==> src/rtl/key_debounce_8_if.sv <==
// Request bus between the key debouncer and its consumer (the 8-to-3 encoder side).
// The slave modport is the debouncer's view; the master modport is the driver/consumer view.
interface key_debounce_8_if;
    logic [7:0] key_in;
    logic [7:0] key_stable;
    logic [7:0] req_onehot;
    logic       req_valid;
    logic       req_ack;
    logic       overrun;

    modport master (
        output key_in,
        output req_ack,
        input  key_stable,
        input  req_onehot,
        input  req_valid,
        input  overrun
    );

    modport slave (
        input  key_in,
        input  req_ack,
        output key_stable,
        output req_onehot,
        output req_valid,
        output overrun
    );
endinterface

==> src/rtl/key_debounce_8.sv <==
// Synchronises and debounces 8 key lines, queues rising edges as pending requests and
// presents them one at a time as a one-hot vector with a valid/ack handshake.
module key_debounce_8 #(
    parameter int unsigned DB_CYCLES = 4,
    parameter int unsigned CNT_W     = 3
) (
    input  logic            clk,
    input  logic            rst,
    key_debounce_8_if.slave bus
);
    localparam int unsigned N = 8;

    typedef enum logic {
        S_IDLE,
        S_PRESENT
    } state_e;

    state_e               state_q, state_d;
    logic [N-1:0]         sync1_q, sync2_q;
    logic [CNT_W-1:0]     cnt_q [N];
    logic [CNT_W-1:0]     cnt_d [N];
    logic [N-1:0]         stable_q, stable_d;
    logic [N-1:0]         stable_prev_q;
    logic [N-1:0]         pend_q, pend_d;
    logic [N-1:0]         onehot_q, onehot_d;
    logic                 valid_q, valid_d;
    logic                 ovr_q, ovr_d;
    logic [N-1:0]         rise;
    logic [N-1:0]         lowest;
    logic [N-1:0]         grant;

    // Per-line debounce: flip only after DB_CYCLES consecutive mismatches.
    always_comb begin
        stable_d = stable_q;
        for (int i = 0; i < int'(N); i++) begin
            cnt_d[i] = '0;
            if (sync2_q[i] != stable_q[i]) begin
                if (cnt_q[i] == CNT_W'(DB_CYCLES - 1)) begin
                    stable_d[i] = ~stable_q[i];
                end else begin
                    cnt_d[i] = cnt_q[i] + CNT_W'(1);
                end
            end
        end
    end

    // Two's-complement trick isolates the lowest set pending bit.
    assign rise   = stable_q & ~stable_prev_q;
    assign lowest = pend_q & (~pend_q + N'(1));

    // Handshake FSM plus pending/overrun bookkeeping; a new rise beats a same-cycle grant.
    always_comb begin
        state_d  = state_q;
        onehot_d = onehot_q;
        valid_d  = valid_q;
        grant    = '0;
        case (state_q)
            S_IDLE: begin
                if (pend_q != '0) begin
                    grant    = lowest;
                    onehot_d = lowest;
                    valid_d  = 1'b1;
                    state_d  = S_PRESENT;
                end
            end
            S_PRESENT: begin
                if (bus.req_ack) begin
                    onehot_d = '0;
                    valid_d  = 1'b0;
                    state_d  = S_IDLE;
                end
            end
            default: begin
                onehot_d = '0;
                valid_d  = 1'b0;
                state_d  = S_IDLE;
            end
        endcase
        pend_d = (pend_q & ~grant) | rise;
        ovr_d  = ovr_q | (|(rise & pend_q & ~grant));
    end

    always_ff @(posedge clk) begin
        if (rst) begin
            state_q       <= S_IDLE;
            sync1_q       <= '0;
            sync2_q       <= '0;
            stable_q      <= '0;
            stable_prev_q <= '0;
            pend_q        <= '0;
            onehot_q      <= '0;
            valid_q       <= 1'b0;
            ovr_q         <= 1'b0;
            for (int i = 0; i < int'(N); i++) cnt_q[i] <= '0;
        end else begin
            state_q       <= state_d;
            sync1_q       <= bus.key_in;
            sync2_q       <= sync1_q;
            stable_q      <= stable_d;
            stable_prev_q <= stable_q;
            pend_q        <= pend_d;
            onehot_q      <= onehot_d;
            valid_q       <= valid_d;
            ovr_q         <= ovr_d;
            for (int i = 0; i < int'(N); i++) cnt_q[i] <= cnt_d[i];
        end
    end

    assign bus.key_stable = stable_q;
    assign bus.req_onehot = onehot_q;
    assign bus.req_valid  = valid_q;
    assign bus.overrun    = ovr_q;
endmodule

==> src/flat_wrapper.sv <==
// flat-port wrapper written by rule: the top's interface ports become plain ports
module key_debounce_8_flat 
#(
    parameter int unsigned DB_CYCLES = 4,
    parameter int unsigned CNT_W     = 3
)
  (clk, rst, bus_key_in, bus_req_ack, bus_key_stable, bus_req_onehot, bus_req_valid, bus_overrun);
  key_debounce_8_if bus_i ();
  input  logic clk;
  input  logic rst;
  input wire logic [$bits(bus_i.key_in)-1:0] bus_key_in;
  input wire logic [$bits(bus_i.req_ack)-1:0] bus_req_ack;
  output wire logic [$bits(bus_i.key_stable)-1:0] bus_key_stable;
  output wire logic [$bits(bus_i.req_onehot)-1:0] bus_req_onehot;
  output wire logic [$bits(bus_i.req_valid)-1:0] bus_req_valid;
  output wire logic [$bits(bus_i.overrun)-1:0] bus_overrun;
  assign bus_i.key_in = bus_key_in;
  assign bus_i.req_ack = bus_req_ack;
  assign bus_key_stable = bus_i.key_stable;
  assign bus_req_onehot = bus_i.req_onehot;
  assign bus_req_valid = bus_i.req_valid;
  assign bus_overrun = bus_i.overrun;
  key_debounce_8 #(.DB_CYCLES(DB_CYCLES), .CNT_W(CNT_W)) u_core (.clk(clk), .rst(rst), .bus(bus_i));
endmodule
==> config.mk <==
export PLATFORM = sky130hd
export DESIGN_NAME = key_debounce_8_flat
export DESIGN_NICKNAME = d
export VERILOG_FILES = /design/src/rtl/key_debounce_8_if.sv /design/src/rtl/key_debounce_8.sv /design/src/flat_wrapper.sv
export SDC_FILE = /design/constraint.sdc
export NUM_CORES = 1
export LEC_CHECK = 0
export CELL_PAD_IN_SITES_DETAIL_PLACEMENT = 1
export CELL_PAD_IN_SITES_GLOBAL_PLACEMENT = 2
export CORE_AREA = 8 8 97 99
export CTS_CLUSTER_SIZE = 14
export DETAILED_ROUTE_END_ITERATION = 6
export DIE_AREA = 0 0 105 107
export PLACE_DENSITY = 0.76
export SLEW_MARGIN = 15
export SYNTH_ARGS = -nofsm -noshare
export SYNTH_HDL_FRONTEND = slang
export SYNTH_SLANG_ARGS = --single-unit
==> constraint.sdc <==
create_clock -name clk -period 2.4 [get_ports clk]
set_input_delay 0.24 -clock clk [delete_from_list [all_inputs] [get_ports clk]]
set_output_delay 0.24 -clock clk [all_outputs]
set_load 0.02 [all_outputs]
=== Word level (Yosys, flattened, before mapping) ===
Memory sizes are Yosys's and may differ from the RTL's.
Cells that the tools add are included.

* Add/sub/neg operators: 9
* Multiply operators: 0
* Div/mod/pow operators: 0
* $lt $le $gt $ge: 0
* Eq/ne operators: 18
* Shift operators: 0
* Multiplexer cells: 38
* Bitwise gates (word level): 27
* Reductions and logical operators: 11

{| class="wikitable"
|+ Operators with widths
! operator !! count
|-
| 3-bit 2-to-1 mux || 24
|-
| 8-bit AND || 5
|-
| 8-bit 2-to-1 mux || 4
|-
| 3-bit by 1-bit adder with 3-bit output, second input constant || 8
|-
| 3-bit by 2-bit equality test with 1-bit output, second input constant || 8
|-
| 8-bit NOT || 3
|-
| 2-bit AND reduction || 9
|-
| 8-bit case mux with 2 select lines || 1
|-
| 1-bit NOT || 9
|-
| 1-bit OR || 9
|-
| 8-bit by 1-bit adder with 8-bit output, second input constant || 1
|-
| 1-bit != test || 8
|-
| 8-bit OR || 1
|-
| 8-bit nonzero test || 1
|-
| 8-bit OR reduction || 1
|-
| 1-bit 2-to-1 mux || 7
|-
| 1-bit case mux with 2 select lines || 2
|-
| 2-bit by 1-bit != test with 1-bit output, second input constant || 1
|-
| 2-bit != test, second input constant || 1
|}

* Bits in registers: 51
* Latch bits: 0
* RAM bits: 24
* Memory bits (read-only): 0
* Input port bits: 11
* Output and inout bits: 18
* Word-level logic and storage cells: 120
* Memories kept: 1

{| class="wikitable"
|+ Memories
! name !! words !! bits a word !! rd ports !! clocked after memory_dff !! wr ports !! line !! source
|-
| u_core.cnt_q || 8 || 3 || 8 || 0 || 8 || key_debounce_8.sv:20 || <nowiki>logic [CNT_W-1:0] cnt_q [N];</nowiki>
|}

=== Logic depth before layout (Yosys ltp) ===
Gate-level depths: netlist of run 1.

* Word-level depth: 9
* Depth in mapped cells: 7
* Gate-level depth less buffers: 4

=== Worst setup path before layout of run 1 ===
OpenSTA, ideal clock, no wires.

* Path type: reg2reg
* Start: register u_core.state_q
* End: register u_core.ovr_q (netlist: u_core.bus.overrun)
* Library setup time: 138 ps
* Data arrival time: 1,627 ps
* Data required time: 2,262 ps
* Setup slack: 635 ps
* Stages on the path, launching flop included: 7
* Buffers on the path: 2
* Clock period less this slack: 1,765 ps
* Path through: dfxtp_1 -> clkbuf_1 -> or4_4 -> buf_6 -> or3_4 -> o2111ai_2 -> a41oi_1

* Word-level cells in the longest chain between the ends: 5

{| class="wikitable"
|+ RTL lines
! element !! line !! source
|-
| from (decl) || key_debounce_8.sv:18 || <nowiki>state_e state_q, state_d;</nowiki>
|-
| from (signal assigned) || key_debounce_8.sv:96 || <nowiki>state_q <= state_d;</nowiki>
|-
| 8-bit 2-to-1 mux || key_debounce_8.sv:57 || <nowiki>case (state_q)</nowiki>
|-
| 8-bit NOT || key_debounce_8.sv:80 || <nowiki>ovr_d = ovr_q | (|(rise & pend_q & ~grant));</nowiki>
|-
| 8-bit AND || key_debounce_8.sv:80 ||
|-
| 8-bit OR reduction || key_debounce_8.sv:80 ||
|-
| 1-bit OR || key_debounce_8.sv:80 ||
|-
| to (signal assigned) || key_debounce_8.sv:104 || <nowiki>ovr_q <= ovr_d;</nowiki>
|-
| to (decl) || key_debounce_8.sv:27 || <nowiki>logic ovr_q, ovr_d;</nowiki>
|}

No other way between the ends.
A chain may end at the register's enable or synchronous reset.

=== Worst setup path in the final report of run 1 ===
* Start: register u_core.pend_q[6]
* End: register u_core.onehot_q[1] (netlist: u_core.bus.req_onehot[1])

* Word-level cells in the longest chain between the ends: 3

{| class="wikitable"
|+ RTL lines
! element !! line !! source
|-
| from (decl) || key_debounce_8.sv:24 || <nowiki>logic [N-1:0] pend_q, pend_d;</nowiki>
|-
| from (signal assigned) || key_debounce_8.sv:101 || <nowiki>pend_q <= pend_d;</nowiki>
|-
| 8-bit nonzero test || key_debounce_8.sv:59 || <nowiki>if (pend_q != '0) begin</nowiki>
|-
| 2-bit by 1-bit != test with 1-bit output (no line) || -- ||
|-
| 2-bit AND reduction (no line) || -- ||
|-
| to (signal assigned) || key_debounce_8.sv:102 || <nowiki>onehot_q <= onehot_d;</nowiki>
|-
| to (decl) || key_debounce_8.sv:25 || <nowiki>logic [N-1:0] onehot_q, onehot_d;</nowiki>
|}

No other way between the ends.

==> impl_metrics.yaml, run 1 <==
worst_setup_path:
  endpoint_kind: "flip-flop"
  path_cells: "or4_1, o32ai_2, nor2b_1, a22o_1"
  critPathKind: "reg -> reg"
  rrSetupSlack_ps: 380
  worstReg2RegEnd: "u_core.bus.req_onehot[1]$_SDFFE_PP0P_"
  path_max_fanout: 7
  worstRegToRegCells: 4
  cp_top_family: "simple AND/OR/NAND/NOR gates"
  worstPathRequired_ps: 2690
  path_buf_inv: 0
  endpoint: "u_core.bus.req_onehot[1]$_SDFFE_PP0P_"
  r2r_start: "u_core.pend_q[6]$_SDFF_PP0_"
  slowest_stage: "or4_1"
  startpoint_type: "flip-flop"
  critical_path_depth: 4
  startpoint: "u_core.pend_q[6]$_SDFF_PP0_"
  arrival_ps: 2310
  crit_path_max_incr_delay_ps: 620
timing:
  period_minus_slack_ps: 2017
  relSlewSlack_pct: 64.04
  setup_violations: 0
  clock.fmax_mhz: 495.8
  fin_setup_tns_ps: 0
  slew_viol_final: 0
  finClkSkew_ps: 3.664
  post-route-period-util_pct: 84.03
  tightest_slew_ps: 539.4
  final_hold_viol_count: 0
  setup_slack_ps: 383.2
  rsz0062_at_grt: "false"
die:
  die_area_mm2: 0.01124
  pin_count: 29
  initial_core_util_pct: 34.08
  fp.dieW_um: 105
  coreArea_mm2: 0.007928
  std_cell_rows: 33
  dieHeight_um: 107
synthesis:
  synth_cells: 261
  seq_area_frac_synth_pct: 55.58
  avgSynthCellArea_um2: 10.35
  synth.net_count: 288
  synth_cell_types: 35
  yosysWarnings: 0
  async_flop_share_pct: 0
  synth_area_mm2: 0.002701
  synth_ff_type: "dfxtp_1"
  synth_edf_count: 0
  synth_seq_cells: 75
routing:
  drc: 0
  via_count: 1796
  final_antenna_net_count: 0
  drt-total-wl_mm: 4.804
  drt_iter0_drc: 27
  viasPerCell: 4.457
  wl_per_cell_um: 11.92
  first_pass_iters: 4
power:
  seqPwrFrac_pct: 50.8
  p_leak_nw: 1.222
  p_sw_share_pct: 19.52
  comb_power_share_pct: 2.4
  powerDensity_mw_per_mm2: 751.3
  power.internal_mw: 2.007
  ir_worst_vdd_mv: 0.2505
  clockPowerShare_pct: 46.8
  total_power_mw: 2.494
  power.switching_uw: 486.7
cells_and_area:
  drive_above_1_share_pct: 7.718
  nets: 320
  area_growth_pct: 22.88
  regArea_mm2: 0.001501
  nFillCells: 904
  multi_input_area_mm2: 0.001076
  num_antenna_cells: 0
global_route:
  grt.overflow.total: 0
  grt_pass1_vias: 1828
  track_usage_pct: 9.299
  grt_pass1_wl_mm: 8.342
  grt_max_degree: 30
  antenna_found_initial: 0
clock_tree:
  cts_tree: "yes"
  cts_made_buffers: 9
  clockBufferDepth: 2
  cts_hold_buf: 0
  cts_sinks: 75
  cts.clk_slew.worst_paths_ps: 80
  htreeDepth: 3
  cts_root_buf: "clkbuf_8"
  cts_setup_buffers: 0
  cts_resized: 0
  clock_latency_ps: 340
run:
  cap_violations: 0
worst_hold_path:
  hold_class: "in -> reg"
place:
  port_buffers: 28
  dpl.hpwl_mm: 3.323
  dp_slack_ps: 402.7
  gp_congestion: 0.6936
run_status:
  status: "finished, final reports clean"
cell type report:
type	count	share of cell area [%]
clock inverters	5	3.015
flip-flops and latches	75	45.23
well taps	105	3.958
repair buffers	30	8.745
clock buffers	11	4.259
inverters	21	2.375
multi-input cells	156	32.42
power by group through the flow:
stage	logic (mW)	registers, mW	clock network (mW)
after floorplan	0.0374	1.29	0
after global placement	0.0594	1.30	0
after detailed placement	0.0609	1.30	0
after CTS	0.0612	1.27	1.21
after global routing	0.0683	1.27	1.26
final	0.0596	1.27	1.17
synth_stat cells (2+ instances only):
cell / count / area, µm²
dfxtp_1: 75 / 1501
nor2_1: 35 / 131.4
nor2b_1: 25 / 156.4
inv_1: 21 / 78.83
ha_1: 16 / 200.2
a21oi_1: 9 / 45.04
or3_1: 9 / 56.30
mux2i_1: 8 / 80.08
nand2b_1: 8 / 50.05
xnor2_1: 8 / 70.07
clkbuf_1: 7 / 26.28
nand2_1: 6 / 22.52
nor3_1: 4 / 20.02
o21ai_0: 4 / 20.02
a22o_1: 3 / 26.28
a32o_1: 3 / 30.03
nor3b_1: 2 / 15.01
cells by family after synthesis:
group / count (synthesis) / synth area share, %
xor gates and xnor gates: 8 / 2.594
adders and majority gates: 16 / 7.411
DFF: 75 / 55.58
AOI/OAI and AO/OA: 28 / 7.736
buffers and inverters: 30 / 4.586
and+or+nand+nor: 96 / 19.13
muxes: 8 / 2.964
worst min path at each step:
| stage | from | end | cells past startpoint |
|---|---|---|---|
| 2_1_floorplan | bus_key_in[0] | u_core.sync1_q[0]$_SDFF_PP0_ | 1 |
| 3_3_place_gp | u_core.cnt_q[3][0]$_SDFF_PP0_ | u_core.cnt_q[3][0]$_SDFF_PP0_ | 1 |
| 3_5_place_dp | u_core.cnt_q[6][0]$_SDFF_PP0_ | u_core.cnt_q[6][0]$_SDFF_PP0_ | 1 |
| 4_1_cts | rst | u_core.bus.key_stable[7]$_SDFFE_PP0P_ | 2 |
| 5_1_grt | rst | u_core.bus.key_stable[5]$_SDFFE_PP0P_ | 2 |
| 6_report | rst | u_core.bus.key_stable[5]$_SDFFE_PP0P_ | 2 |
flip-flops by register name, summed over array words and instances (netlist names):
name	flops
u_core.cnt_q	24
u_core.bus.key_stable	8
u_core.bus.req_onehot	8
u_core.pend_q	8
u_core.stable_prev_q	8
u_core.sync1_q	8
u_core.sync2_q	8
u_core.bus.overrun	1
u_core.bus.req_valid	1
u_core.state_q	1
through the flow:
stage	hold WS (ps)	area (µm²)	util [%]	instances
CTS	354.0	3319	41.87	403
global route	373.0	3319	41.87	403
detailed placement	413.8	3078	38.83	387
finish	364.8	3319	41.87	403
floorplan	368.2	2701	-	261
global placement	406.6	3078	38.83	387
layer usage:
metal  vias up  GRT usage [%]  part of all wire [%]
met1       830          10.25                    47
met4         0          7.339                   3.3
li1        923              -                     -
met5         -              0                     0
met3        11          3.179                   5.1
met2        32          14.52                    45
layout by cell type (no fill, tap or decap), types with 2 or more instances in the layout:
master,n
bufinv_16,3
clkinv_2,2
o21ai_0,4
nor3b_1,2
nand2_1,6
clkdlybuf4s50_1,27
nor2b_1,25
a22o_1,3
nor2_1,35
clkbuf_8,10
inv_1,21
mux2i_1,8
ha_1,16
a21oi_1,9
buf_4,2
a32o_1,3
nand2b_1,8
nor3_1,4
or3_1,9
dfxtp_1,75
xnor2_1,8
Note: power is estimated with default switching activity, not from simulation.
==> run 2, diff against run 1 <==
==> constraint.sdc (replaced) <==
create_clock -name clk -period 1.9 [get_ports clk]
set_input_delay 0.19 -clock clk [delete_from_list [all_inputs] [get_ports clk]]
set_output_delay 0.19 -clock clk [all_outputs]
set_load 0.02 [all_outputs]
==> run 2 against run 1 <==
  * Sequential cell count did not move
  * First-iteration DRC count fell by 22%
  * Core utilization rose by 0.35 points
  * Sequential share of layout area fell by 0.37 points
  * Via count rose by 1.0%
  * Cell count rose by 1.7%
  * Clock skew rose by 2.1 ps
  * Total power rose by 18%
  * Highest routed layer unchanged
  * Combinational power rose by 37%
==> impl_metrics.yaml, run 2 (synthesis results as in run 1) <==
run_status:
  status: "finished, final reports clean"
power:
  ir_worst_vdd_mv: 0.2846
  p_leak_nw: 1.242
  powerDensity_mw_per_mm2: 877.0
worst_setup_path:
  critical_path_depth: 4
  startpoint: "u_core.pend_q[2]$_SDFF_PP0_"
  worstReg2RegEnd: "u_core.bus.overrun$_SDFF_PP0_"
  r2r_start: "u_core.pend_q[2]$_SDFF_PP0_"
  cp_top_family: "simple AND/OR/NAND/NOR gates"
  rrSetupSlack_ps: 120
  slowest_stage: "or4_4"
  arrival_ps: 1980
  endpoint_kind: "flip-flop"
  critPathKind: "reg -> reg"
  crit_path_max_incr_delay_ps: 600
  startpoint_type: "flip-flop"
  path_max_fanout: 7
  worstPathRequired_ps: 2100
  worstRegToRegCells: 4
  endpoint: "u_core.bus.overrun$_SDFF_PP0_"
  path_cells: "or4_4, or3_4, o2111ai_2, a41oi_1"
  path_buf_inv: 0
clock_tree:
  cts_sinks: 75
  cts_tree: "yes"
  cts.clk_slew.worst_paths_ps: 70
  clockBufferDepth: 2
  clock_latency_ps: 330
  cts_made_buffers: 9
  htreeDepth: 3
  cts_root_buf: "clkbuf_8"
cells_and_area:
  area_growth_pct: 23.90
  layout_commonest_cell: "dfxtp_1"
  utilization_pct: 42.22
  drive_above_1_share_pct: 10.49
  num_antenna_cells: 0
  layout_common_cells: "dfxtp_1 (75), nor2_1 (35), clkdlybuf4s50_1 (27)"
  nets: 327
  largest_reg_flops: 24
  largest_register: "u_core.cnt_q"
die:
  die_area_mm2: 0.01124
  dieHeight_um: 107
  fp.dieW_um: 105
  std_cell_rows: 33
  pin_count: 29
  initial_core_util_pct: 34.08
  coreArea_mm2: 0.007928
routing:
  viasPerCell: 4.424
  drc: 0
  via_count: 1814
  drt_iter0_drc: 21
  wl_per_cell_um: 11.67
  final_antenna_net_count: 0
  first_pass_iters: 3
  drt-total-wl_mm: 4.786
timing:
  clock.fmax_mhz: 560.8
  fin_setup_tns_ps: 0
  setup_violations: 0
  tightest_slew_ps: 624.7
  slew_viol_final: 0
  final_hold_viol_count: 0
  relSlewSlack_pct: 58.36
  rsz0062_at_grt: "false"
  finClkSkew_ps: 5.733
  setup_slack_ps: 116.9
  post-route-period-util_pct: 93.85
  period_minus_slack_ps: 1783
place:
  dpl.hpwl_mm: 3.513
  port_buffers: 28
  gp_congestion: 0.7140
  dp_slack_ps: 117.9
global_route:
  track_usage_pct: 9.150
  grt_max_degree: 34
  grt_pass1_vias: 1871
  grt_util_met2_pct: 14.43
  grt_pass1_wl_mm: 8.466
  busiest_layer: "met2"
  met3_usage_pct: 2.999
  grt_use_met1_pct: 10.66
  antenna_found_initial: 0
  grt.overflow.total: 0
run:
  cap_violations: 0
worst_hold_path:
  hold_class: "in -> reg"
  hold_depth: 2
==> run 2: cell types whose count changed in the layout (fill, tap and decap cells not counted), sizes merged <==
cell	previous run	this run
bufinv	3	1
clkinvlp	0	1
buf	3	10
clkbuf	11	12
==> run 2: final cells by class <==
class	count	area, µm²
multi-input combinational	156	1080
inverter	21	78.83
sequential	75	1501
clock inverter	4	47.55
clock buffer	12	165.2
fill	919	4581
tap	105	131.4
timing repair buffer	37	342.8
==> run 2: how the worst min path moves through the flow <==
| stage | startpoint | endpoint | slack, ps |
|---|---|---|---|
| 2_1_floorplan | bus_key_in[0] | u_core.sync1_q[0]$_SDFF_PP0_ | 320 |
| 3_3_place_gp | u_core.cnt_q[4][0]$_SDFF_PP0_ | u_core.cnt_q[4][0]$_SDFF_PP0_ | 410 |
| 3_5_place_dp | u_core.cnt_q[1][0]$_SDFF_PP0_ | u_core.cnt_q[1][0]$_SDFF_PP0_ | 410 |
| 4_1_cts | rst | u_core.stable_prev_q[2]$_SDFF_PP0_ | 380 |
| 5_1_grt | bus_key_in[7] | u_core.sync1_q[7]$_SDFF_PP0_ | 400 |
| 6_report | rst | u_core.sync1_q[5]$_SDFF_PP0_ | 370 |
==> run 2: worst register-to-register path, delay by kind of cell, from the launching register on <==
family / cells / cell delay [ps]
simple gates: 2 / 990
flops: 1 / 360
compound gates: 2 / 310
==> run 2: stage by stage <==
step / power, mW / instances / hold slack [ps] / cell area (µm²)
2_1_floorplan: 1.682 / 261 / 318.2 / 2701
3_3_place_gp: 1.718 / 394 / 406.5 / 3131
3_5_place_dp: 1.722 / 394 / 414.3 / 3131
4_1_cts: 2.989 / 410 / 380.7 / 3343
5_1_grt: 3.072 / 410 / 397.4 / 3347
6_report: 2.935 / 410 / 371.7 / 3347
==> run 2: what timing repair did <==
action,CTS,global route
hold buffers,0,0
setup buffers,0,0
hold endpoints to repair,0,0
resized for setup,0,1
setup endpoints to repair,0,7
==> run 2: report_power, final <==
group          leakage (nW)  switching [mW]  total [mW]  internal, mW
logic                 0.525          0.0375      0.0818        0.0443
clock network         0.108           0.543        1.25         0.710
registers             0.608         0.00861        1.60          1.59
total                  1.24           0.589        2.94          2.35
==> run 2: layer usage <==
metal | up-vias | share of wire, %
li1 | 938 | -
met1 | 837 | 48
met2 | 30 | 45
met3 | 9 | 4.6
met4 | 0 | 2.2
met5 | - | 0
==> run 3, diff against run 2 <==
==> constraint.sdc (replaced) <==
create_clock -name clk -period 1.9 [get_ports clk]
set_input_delay 0.38 -clock clk [delete_from_list [all_inputs] [get_ports clk]]
set_output_delay 0.38 -clock clk [all_outputs]
set_load 0.02 [all_outputs]
==> run 3 against run 2 <==
  * Total power is 6.8% higher
  * Die area stayed put
  * Worst hold slack lost 66 ps
  * Sequential power hardly changed
  * Register-to-register slack is essentially flat
  * Clock-buffer cell count shrank 1
  * Critical path depth is 3 lower
  * Setup slack worse by 16 ps
  * Sequential share of layout area is 0.42 points lower
  * Clock skew up 0.93 ps
==> impl_metrics.yaml, run 3 (synthesis results as in run 1) <==
power:
  seqPwrFrac_pct: 51.1
  clockPowerShare_pct: 46.3
  powerDensity_mw_per_mm2: 928.1
  power.switching_uw: 594.2
  p_leak_nw: 1.272
  p_sw_share_pct: 18.95
  comb_power_share_pct: 2.6
  power.internal_mw: 2.541
  ir_worst_vdd_mv: 0.3412
cells_and_area:
  num_antenna_cells: 0
  nets: 325
  area_growth_pct: 25.06
  largest_reg_flops: 24
  largest_register: "u_core.cnt_q"
  drive_above_1_share_pct: 9.901
  layout_commonest_cell: "dfxtp_1"
  layout_common_cells: "dfxtp_1 (75), nor2_1 (35), clkdlybuf4s50_1 (26)"
worst_setup_path:
  r2r_start: "u_core.pend_q[6]$_SDFF_PP0_"
  critPathKind: "reg -> out"
  startpoint_type: "flip-flop"
  path_cells: "clkdlybuf4s50_1"
  cp_top_family: "buffers and inverters"
  critical_path_depth: 1
  slowest_stage: "clkdlybuf4s50_1"
  worstRegToRegCells: 5
  rrSetupSlack_ps: 120
  arrival_ps: 1420
  endpoint_kind: "output pin"
  worstReg2RegEnd: "u_core.bus.req_onehot[5]$_SDFFE_PP0P_"
  path_buf_inv: 1
  crit_path_max_incr_delay_ps: 650
  worstPathRequired_ps: 1520
  path_max_fanout: 5
clock_tree:
  cts.clk_slew.worst_paths_ps: 80
  cts_sinks: 75
  clockBufferDepth: 2
  cts_made_buffers: 9
  cts_hold_buf: 0
  cts_root_buf: "clkbuf_8"
  cts_tree: "yes"
  cts_resized: 0
  htreeDepth: 3
  cts_setup_buffers: 0
  clock_latency_ps: 340
die:
  die_area_mm2: 0.01124
  fp.dieW_um: 105
  coreArea_mm2: 0.007928
  pin_count: 29
  std_cell_rows: 33
  initial_core_util_pct: 34.08
  dieHeight_um: 107
place:
  dpl.hpwl_mm: 3.418
  gp_congestion: 0.7023
  port_buffers: 28
global_route:
  grt_use_met1_pct: 11.12
  antenna_found_initial: 0
  busiest_layer: "met2"
  grt_util_met2_pct: 13.85
  grt_max_degree: 43
  grt_pass1_wl_mm: 8.342
  grt_pass1_vias: 1814
  track_usage_pct: 9.401
  grt.overflow.total: 0
  met3_usage_pct: 3.659
timing:
  period_minus_slack_ps: 1799
  setup_violations: 0
  whs_ps: 305.7
  final_hold_viol_count: 0
  relSlewSlack_pct: 70.04
  clock.fmax_mhz: 555.7
  tightest_slew_ps: 445.3
  finClkSkew_ps: 6.665
  post-route-period-util_pct: 94.71
  rsz0062_at_grt: "false"
  slew_viol_final: 0
  fin_setup_tns_ps: 0
worst_hold_path:
  hold_path_end: "u_core.bus.req_valid$_SDFFE_PP0P_"
  hold_path_startpoint: "rst"
  hold_depth: 2
  hold_class: "in -> reg"
run:
  cap_violations: 0
run_status:
  status: "finished, final reports clean"
routing:
  wl_per_cell_um: 11.81
  drt_iter0_drc: 30
  via_count: 1820
  viasPerCell: 4.461
  drt-total-wl_mm: 4.817
  drc: 0
  final_antenna_net_count: 0
  first_pass_iters: 4
run 3: layout make-up:
type                    instances  area [µm²]
fillers                       892        4549
repair buffers                 35       342.8
multi-input cells             156        1082
flip-flops and latches         75        1501
well taps                     105       131.4
clock buffers                  11       141.4
inverters                      21       78.83
clock inverters                 5       100.1
run 3: metrics by stage:
| step | cell area [µm²] | setup WS (ps) | utilization [%] | instances | power (mW) |
|---|---|---|---|---|---|
| 4_1_cts | 3369 | 40.36 | 42.50 | 408 | 3.199 |
| 3_3_place_gp | 3128 | 108.5 | 39.46 | 392 | 1.718 |
| 3_5_place_dp | 3128 | 69.77 | 39.46 | 392 | 1.721 |
| 5_1_grt | 3378 | 12.14 | 42.61 | 408 | 3.276 |
| 2_1_floorplan | 2701 | 135.3 | - | 261 | 1.682 |
| 6_report | 3378 | 100.5 | 42.61 | 408 | 3.135 |
run 3: worst max path at each step:
stage | from | slack [ps] | endpoint
after floorplan | u_core.state_q$_SDFF_PP0_ | 140 | u_core.bus.overrun$_SDFF_PP0_
after global placement | u_core.pend_q[6]$_SDFF_PP0_ | 110 | u_core.bus.req_onehot[5]$_SDFFE_PP0P_
after detailed placement | u_core.pend_q[6]$_SDFF_PP0_ | 70 | u_core.bus.req_onehot[5]$_SDFFE_PP0P_
after CTS | u_core.bus.key_stable[6]$_SDFFE_PP0P_ | 40 | bus_key_stable[6]
after global routing | u_core.bus.key_stable[4]$_SDFFE_PP0P_ | 10 | bus_key_stable[4]
final | u_core.bus.key_stable[4]$_SDFFE_PP0P_ | 100 | bus_key_stable[4]
run 3: layer usage:
| layer | vias to the layer above | share of wire (%) | routed length [µm] |
|---|---|---|---|
| met5 | - | 0 | 0 |
| li1 | 931 | - | - |
| met4 | 0 | 2.3 | 109 |
| met3 | 8 | 4.2 | 204 |
| met2 | 28 | 45 | 2163 |
| met1 | 853 | 49 | 2340 |
run 3: power groups by stage:
stage                     sequential, mW  combinational [mW]  clock, mW
final                               1.60              0.0818       1.45
after global routing                1.60              0.0924       1.58
after floorplan                     1.64              0.0472          0
after CTS                           1.60              0.0836       1.51
after global placement              1.64              0.0816          0
after detailed placement            1.64              0.0834          0
